==> config.mk <==
export PLATFORM = sky130hd
export DESIGN_NAME = picosoc_min
export DESIGN_NICKNAME = d
export VERILOG_FILES = /design/src/rtl/picosoc_min_pkg.sv /design/src/rtl/picosoc_min_rom.sv /design/src/rtl/picosoc_min.sv
export SDC_FILE = /design/constraint.sdc
export NUM_CORES = 1
export LEC_CHECK = 0
export ABC_CLOCK_PERIOD_IN_PS = 2100
export CORE_UTILIZATION = 50
export CTS_BUF_LIST = sky130_fd_sc_hd__clkbuf_16
export DETAILED_ROUTE_END_ITERATION = 6
export HOLD_SLACK_MARGIN = 0.05
export PLACE_DENSITY = 0.7
export SYNTH_ARGS = -nofsm -noshare
export SYNTH_HDL_FRONTEND = slang
export SYNTH_SLANG_ARGS = --single-unit
==> constraint.sdc <==
create_clock -name clk -period 2.1 [get_ports clk]
set_clock_uncertainty 0.1 [all_clocks]
set_input_delay 0.315 -clock clk [delete_from_list [all_inputs] [get_ports clk]]
set_output_delay 0.315 -clock clk [all_outputs]
set_load 0.005 [all_outputs]
==> src/rtl/picosoc_min_pkg.sv <==
// picosoc_min_pkg: opcodes, instruction/program types, sequencer states and the default LED program
package picosoc_min_pkg;

    localparam int ROM_MAX = 64;

    typedef enum logic [3:0] {
        OP_NOP  = 4'd0,
        OP_LDI  = 4'd1,
        OP_ADDI = 4'd2,
        OP_OUT  = 4'd3,
        OP_JMP  = 4'd4,
        OP_DLY  = 4'd5,
        OP_XORI = 4'd6,
        OP_ROTL = 4'd7
    } op_e;

    // op stays a raw nibble so that 8-15 can exist in ROM and decode as NOP
    typedef struct packed {
        logic [3:0]  op;
        logic [11:0] imm;
    } instr_t;

    typedef logic [ROM_MAX-1:0][15:0] prog_t;

    typedef enum logic {RUN, WAIT} state_e;

    // walking-LED loop; all-zero words are NOPs
    function automatic prog_t default_prog(logic [11:0] dly);
        prog_t p;
        p    = '0;
        p[0] = {OP_LDI, 12'd1};
        p[1] = {OP_OUT, 12'd0};
        p[2] = {OP_DLY, dly};
        p[3] = {OP_ROTL, 12'd0};
        p[4] = {OP_JMP, 12'd1};
        return p;
    endfunction

endpackage

==> src/rtl/picosoc_min_rom.sv <==
// picosoc_min_rom: combinational ROM_DEPTH x 16 program lookup
//   addr_i  : word address
//   instr_o : decoded instruction word at addr_i
module picosoc_min_rom
    import picosoc_min_pkg::*;
#(
    parameter int    ROM_DEPTH = 16,
    parameter prog_t PROG      = default_prog(12'd1000)
) (
    input  logic [$clog2(ROM_DEPTH)-1:0] addr_i,
    output instr_t                       instr_o
);

    assign instr_o = instr_t'(PROG[addr_i]);

endmodule

==> src/rtl/picosoc_min.sv <==
// picosoc_min: self-running accumulator micro-sequencer driving a registered LED output
//   clk    : system clock, rising edge
//   resetn : asynchronous reset, active-high despite the name
//   ledr   : LED drive, 1 = lit, flop output
// Optional build macro PICOSOC_HEARTBEAT_EN puts a free-running counter MSB on ledr[9].
module picosoc_min
    import picosoc_min_pkg::*;
#(
    parameter int    ROM_DEPTH = 16,
    parameter int    DLY_DEF   = 1000,
    parameter int    HB_BITS   = 10,
    parameter prog_t PROG      = default_prog(12'(DLY_DEF))
) (
    input  logic       clk,
    input  logic       resetn,
    output logic [9:0] ledr
);

    localparam int AW = $clog2(ROM_DEPTH);

    logic [AW-1:0] pc_q, pc_d;
    logic [9:0]    acc_q, acc_d, led_q, led_d;
    logic [11:0]   cnt_q, cnt_d;
    state_e        st_q, st_d;
    instr_t        ins;

    picosoc_min_rom #(.ROM_DEPTH(ROM_DEPTH), .PROG(PROG)) u_rom (
        .addr_i  (pc_q),
        .instr_o (ins)
    );

    always_ff @(posedge clk or posedge resetn) begin
        if (resetn) begin
            pc_q  <= '0;
            acc_q <= '0;
            led_q <= '0;
            cnt_q <= '0;
            st_q  <= RUN;
        end else begin
            pc_q  <= pc_d;
            acc_q <= acc_d;
            led_q <= led_d;
            cnt_q <= cnt_d;
            st_q  <= st_d;
        end
    end

    // DLY imm>1 issues one cycle in RUN then imm-1 cycles in WAIT, counting imm-2 down to 0
    always_comb begin
        pc_d  = pc_q + AW'(1);
        acc_d = acc_q;
        led_d = led_q;
        cnt_d = cnt_q;
        st_d  = st_q;
        if (st_q == WAIT) begin
            st_d  = (cnt_q == '0) ? RUN : WAIT;
            cnt_d = (cnt_q == '0) ? cnt_q : cnt_q - 12'd1;
            pc_d  = (cnt_q == '0) ? pc_q + AW'(1) : pc_q;
        end else begin
            case (ins.op)
                OP_LDI:  acc_d = ins.imm[9:0];
                OP_ADDI: acc_d = acc_q + ins.imm[9:0];
                OP_OUT:  led_d = acc_q;
                OP_JMP:  pc_d  = ins.imm[AW-1:0];
                OP_DLY: if (ins.imm > 12'd1) begin
                    st_d  = WAIT;
                    cnt_d = ins.imm - 12'd2;
                    pc_d  = pc_q;
                end
                OP_XORI: acc_d = acc_q ^ ins.imm[9:0];
                OP_ROTL: acc_d = {acc_q[8:0], acc_q[9]};
                default: ;
            endcase
        end
    end

`ifdef PICOSOC_HEARTBEAT_EN
    logic [HB_BITS-1:0] hb_q;

    always_ff @(posedge clk or posedge resetn) begin
        if (resetn) hb_q <= '0;
        else        hb_q <= hb_q + HB_BITS'(1);
    end

    assign ledr = {hb_q[HB_BITS-1], led_q[8:0]};
`else
    assign ledr = led_q;
`endif

endmodule

# == Word level (Yosys, flattened, before mapping) ==
# Memories as Yosys holds them, arrays and structs flattened.
# Index checks and enable logic that the tools add are counted.
# Widths: inputs -> output; s select.
# word_totals
mem_bits_ro,256
input_bits,2
memories,1
wordCells,46
output_inout_bits,10
register_bits,37
# memory_table
memory,words,word_bits,rd,rd_clocked_by_memory_dff,wr,line_no,source
(name not given),16,16,1,0,0,picosoc_min_rom.sv:14,assign instr_o = instr_t'(PROG[addr_i]);
# op_classes
reduce_logical,8
addsub,4
magnitude_cmp,2
mux,14
n_bitwise,2
n_eq_ne,10
# ops
cell,n
$mux 12,4
$pmux 10 s4,1
$eq 4x3->1 const B,4
$mux 16,1
$gt 12x1->1 const B,1
$logic_not 12->1,1
$mux 4,3
$sub 12x1->12 const B,1
$sub 12x2->12 const B,1
$add 10x10->10,1
$xor 10x10->10,1
$eq 4x2->1 const B,2
$pmux 4 s2,1
$lt 4x7->1 const B,1
$reduce_and 2->1,3
$add 4x1->4 const B,1
$eq 4x1->1 const B,1
$mux 1,4
$reduce_bool 2->1,2
$reduce_bool 4->1,1
$ne 3x3->1 const B,1
$reduce_and 3->1,1
$ne 2x1->1 const B,1
$ne 2x2->1 const B,1
$not 1->1,1

# == Logic depth before layout (Yosys ltp) ==
# logic_depth
word_depth,6
mapped_depth,7

# == By module ==
# A second synthesis with hierarchy kept.
# hier_totals
hier_cells,335
hier_area_um2,2869.0
# modules_own_cells
mod,cells_per_inst,seq_area_each_um2,n_inst,area_per_inst_um2
picosoc_min,317,925.9,1,2736.4
picosoc_min_rom,18,0.0,1,132.6

# == Least setup slack after synthesis ==
# OpenSTA, ideal clock, no wires.
# synth_path
path_kind,reg2reg
from,register cnt_q[0]
to,register pc_q[3]
arrival_time_ps,1958
path_stages_with_launch,8
n_path_buf,1
path_slack_ps,-86
required_ps,1872
synth_period_minus_slack_ps,2186
cell_sequence,dfrtp_1 inv_1 ha_1 or3b_1 clkbuf_1 o31ai_4 nand4_1 mux2_1
# synth_via
elab_chain_len,3
# synth_lines
element,line_no,source
start: declaration,picosoc_min.sv:23,"logic [11:0] cnt_q, cnt_d;"
start signal: assignment,picosoc_min.sv:43,cnt_q <= cnt_d;
$logic_not 12->1,picosoc_min.sv:58,pc_d = (cnt_q == '0) ? pc_q + AW'(1) : pc_q;
$ne 2x1->1 (no line),--,
$reduce_and 2->1 (no line),--,
end signal: assignment,picosoc_min.sv:40,pc_q <= pc_d;
end: declaration,picosoc_min.sv:21,"logic [AW-1:0] pc_q, pc_d;"
# Every way passes these cells.
# A chain may end at the register's enable or synchronous reset.

# == Final worst setup path ==
# layout_path
from,register pc_q[0]
to,register cnt_q[3]
# layout_via
elab_chain_len,6
elab_cells_between_ends,11
# layout_lines
element,line_no,source
$mem_v2 16x16 *,--,
$mux 16 (implied by the code) *,picosoc_min_rom.sv:14,
$sub 12x2->12,picosoc_min.sv:67,cnt_d = ins.imm - 12'd2;
$mux 12,picosoc_min.sv:65,OP_DLY: if (ins.imm > 12'd1) begin
$mux 12,picosoc_min.sv:60,case (ins.op)
$mux 12,picosoc_min.sv:55,if (st_q == WAIT) begin
# Mark *: on every way between the ends. The rest lies on a longest branch, timed or not. The select of a mux whose other input is x is not followed.

==> results.yml <==
run_status:
  status: "finished, final reports clean"
global_route:
  grt_max_degree: 38
  grt_pass1_wl_um: 6670
  antenna_found_initial: 0
  grt_usage: 0.218
  grt_overflow_total: 0
  grt_pass1_vias: 1466
synth:
  synth_top_flop_cell: "dfrtp_1"
  synth_seq_area_share: 0.498
  muxShareOfSynthArea: 0.121
  yosys.area_share.simple: 0.184
  yosysWarnings: 0
  synthCells: 169
  ys_ff_latch: 37
  synth_edf_count: 0
  syn_area_sq_um: 1860
  synth_async_sr_flop_share: 1.00
  yosys.area_share.adder: 0.0269
  synth_fp_nets: 175
  yosys.area_share.xor_xnor: 0.00471
  ys_types: 43
  synth-compound-area-share: 0.130
  avgSynthCellArea_sq_um: 11.0
  synth_top_family_by_area: "simple AND/OR/NAND/NOR gates"
floorplanning:
  die-area_sq_um: 3960
  initial_core_util: 0.540
  io-pin-count: 12
  die_w_um: 63.0
  die_h_um: 63.0
  rows: 21
  core_sq_um: 3440
worst_setup_path:
  r2r_slack_ps: 10
  crit_path_end_kind: "register"
  path_class: "register to register"
  cp.required_ps: 2130
  cp.arrival_ps: 2120
  cp_max_fo: 10
  start_kind: "register"
pwr:
  p_int_w: 0.00128
  ir_drop_mv: 0.714
  power_frac_comb: 0.011
  switching_share: 0.195
  p_seq_frac: 0.449
  powerDensity_nw_per_um2: 667
  power.switching_w: 0.000310
  p_total_w: 0.00159
  power.leakage_nw: 1.08
  clock_power_share: 0.540
clocking:
  cts_tree: "done"
  post_cts_buffers: 0
  numCtsBuffers: 5
  postCtsHoldBufs: 0
  cts.sinks: 37
  h-tree-depth: 2
  insertion_delay_ps: 280
  root_buffer: "clkbuf_16"
  cts.path.max_buffers: 2
  cts.repair.resized: 3
  clkTransAtPathRegs_ps: 60
timing:
  hold_slack_ps: 374
  fin_crit_ps: 2090
  tightest_slew_ps: 497
  rsz0062_at_grt: "yes"
  hold_viol: 0
  finalCritPeriodShare: 0.994
  slew_headroom: 0.665
  max_freq_mhz: 479
  drv_slew: 0
  setup_viol: 0
hold_path:
  min_path_type: "primary input to async pin"
placed_design:
  routabilityCongestion: 0.835
  place_inst: 244
  port_buffers: 11
  dpl.hpwl_um: 2700
drt:
  vias: 1457
  drtPass1Iterations: 4
  routed_wirelength_um: 3980
  post-route-drc-count: 0
  dr.first_iter.drc_count: 81
  wl_per_cell_um: 15.9
  routed_via_density: 5.80
  ant_nets: 0
layout:
  n_fill_cell: 260
  stdcell_count: 251
  nets: 210
  syn_to_final_growth_pct: 28.1
  final_common_cell: "dfrtp_1"
  diodes: 0
  final_cell_mix: "dfrtp_1 (37), buf_4 (27), nand2_1 (13)"
  drive_gt1_frac: 0.283
flow_run:
  maxCapViolCount: 0
critical path, stage by stage (launching register included):
cell     delay, ps
dfrtp_1        380
inv_2           60
ha_1           170
or4b_4         470
or4_4          520
a21oi_2        170
a31oi_1         70
routing by layer:
layer / wire length (um) / global-route usage / up-vias
met5: 0 / 0 / -
met4: 94 / 0.0901 / 0
met3: 123 / 0.0493 / 11
met2: 2110 / 0.378 / 28
met1: 1650 / 0.257 / 718
li1: - / - / 700
per-stage QoR:
stage / setup WS, ps / utilization / area (sq um) / TNS, ps
after floorplan: -10.3 / - / 1860 / -10.3
after global placement: 53.3 / 0.638 / 2190 / 0
after detailed placement: 0.720 / 0.638 / 2190 / 0
after CTS: -9.38 / 0.690 / 2380 / -9.38
after global routing: -39.7 / 0.692 / 2380 / -107
final: 12.7 / 0.692 / 2380 / 0
cell type report:
class	count	area [sq um]	area share
inverter	5	18.8	0.00788
multi-input combinational	117	895	0.376
tap	46	57.6	0.0242
sequential	37	926	0.389
clock inverter	3	46.3	0.0194
clock buffer	5	125	0.0525
timing repair buffer	38	313	0.131
logic make-up after synthesis:
group           after synthesis
simple gates                 57
compound gates               34
buf+inv                      15
flops                        37
xor+xnor                      1
fa+ha+maj                     4
mux                          21
sequential cells by signal, summed over array words and instances, names as in the netlist:
signal	count
st_q	1
acc_q	10
ledr	10
cnt_q	12
pc_q	4
worst paths after layout:
kind                            endpoint    start  cells after the start
worst max-delay path            cnt_q[3]  pc_q[0]                      6
worst min register to register   ledr[2]  ledr[2]                      1
max in group asynchronous       acc_q[8]   resetn                      3
worst max register to register  cnt_q[3]  pc_q[0]                      6
min in group clk                 ledr[2]  ledr[2]                      1
worst min-delay path            cnt_q[6]   resetn                      3
power by group through the flow:
stage | Clock, W | Combinational [W] | Sequential, W
finish | 0.000857 | 0.0000167 | 0.000713
global route | 0.000897 | 0.0000200 | 0.000713
CTS | 0.000867 | 0.0000178 | 0.000713
detailed placement | 0 | 0.0000175 | 0.000726
global placement | 0 | 0.0000170 | 0.000726
floorplan | 0 | 0.0000105 | 0.000726
cell usage after synthesis, types with 4 or more instances:
cell type | instances | area [sq um]
clkbuf_1 | 7 | 26.3
mux2i_1 | 10 | 100
inv_1 | 5 | 18.8
nor3_1 | 5 | 25.0
o21ai_0 | 10 | 50.1
o31ai_1 | 4 | 30.0
dfrtp_1 | 37 | 926
nand3_1 | 6 | 30.0
nor2_1 | 5 | 18.8
a21oi_1 | 5 | 25.0
nand2_1 | 13 | 48.8
ha_1 | 4 | 50.1
mux2_2 | 10 | 113
or4_1 | 4 | 30.0
Note: power is estimated with default switching activity, not from simulation.
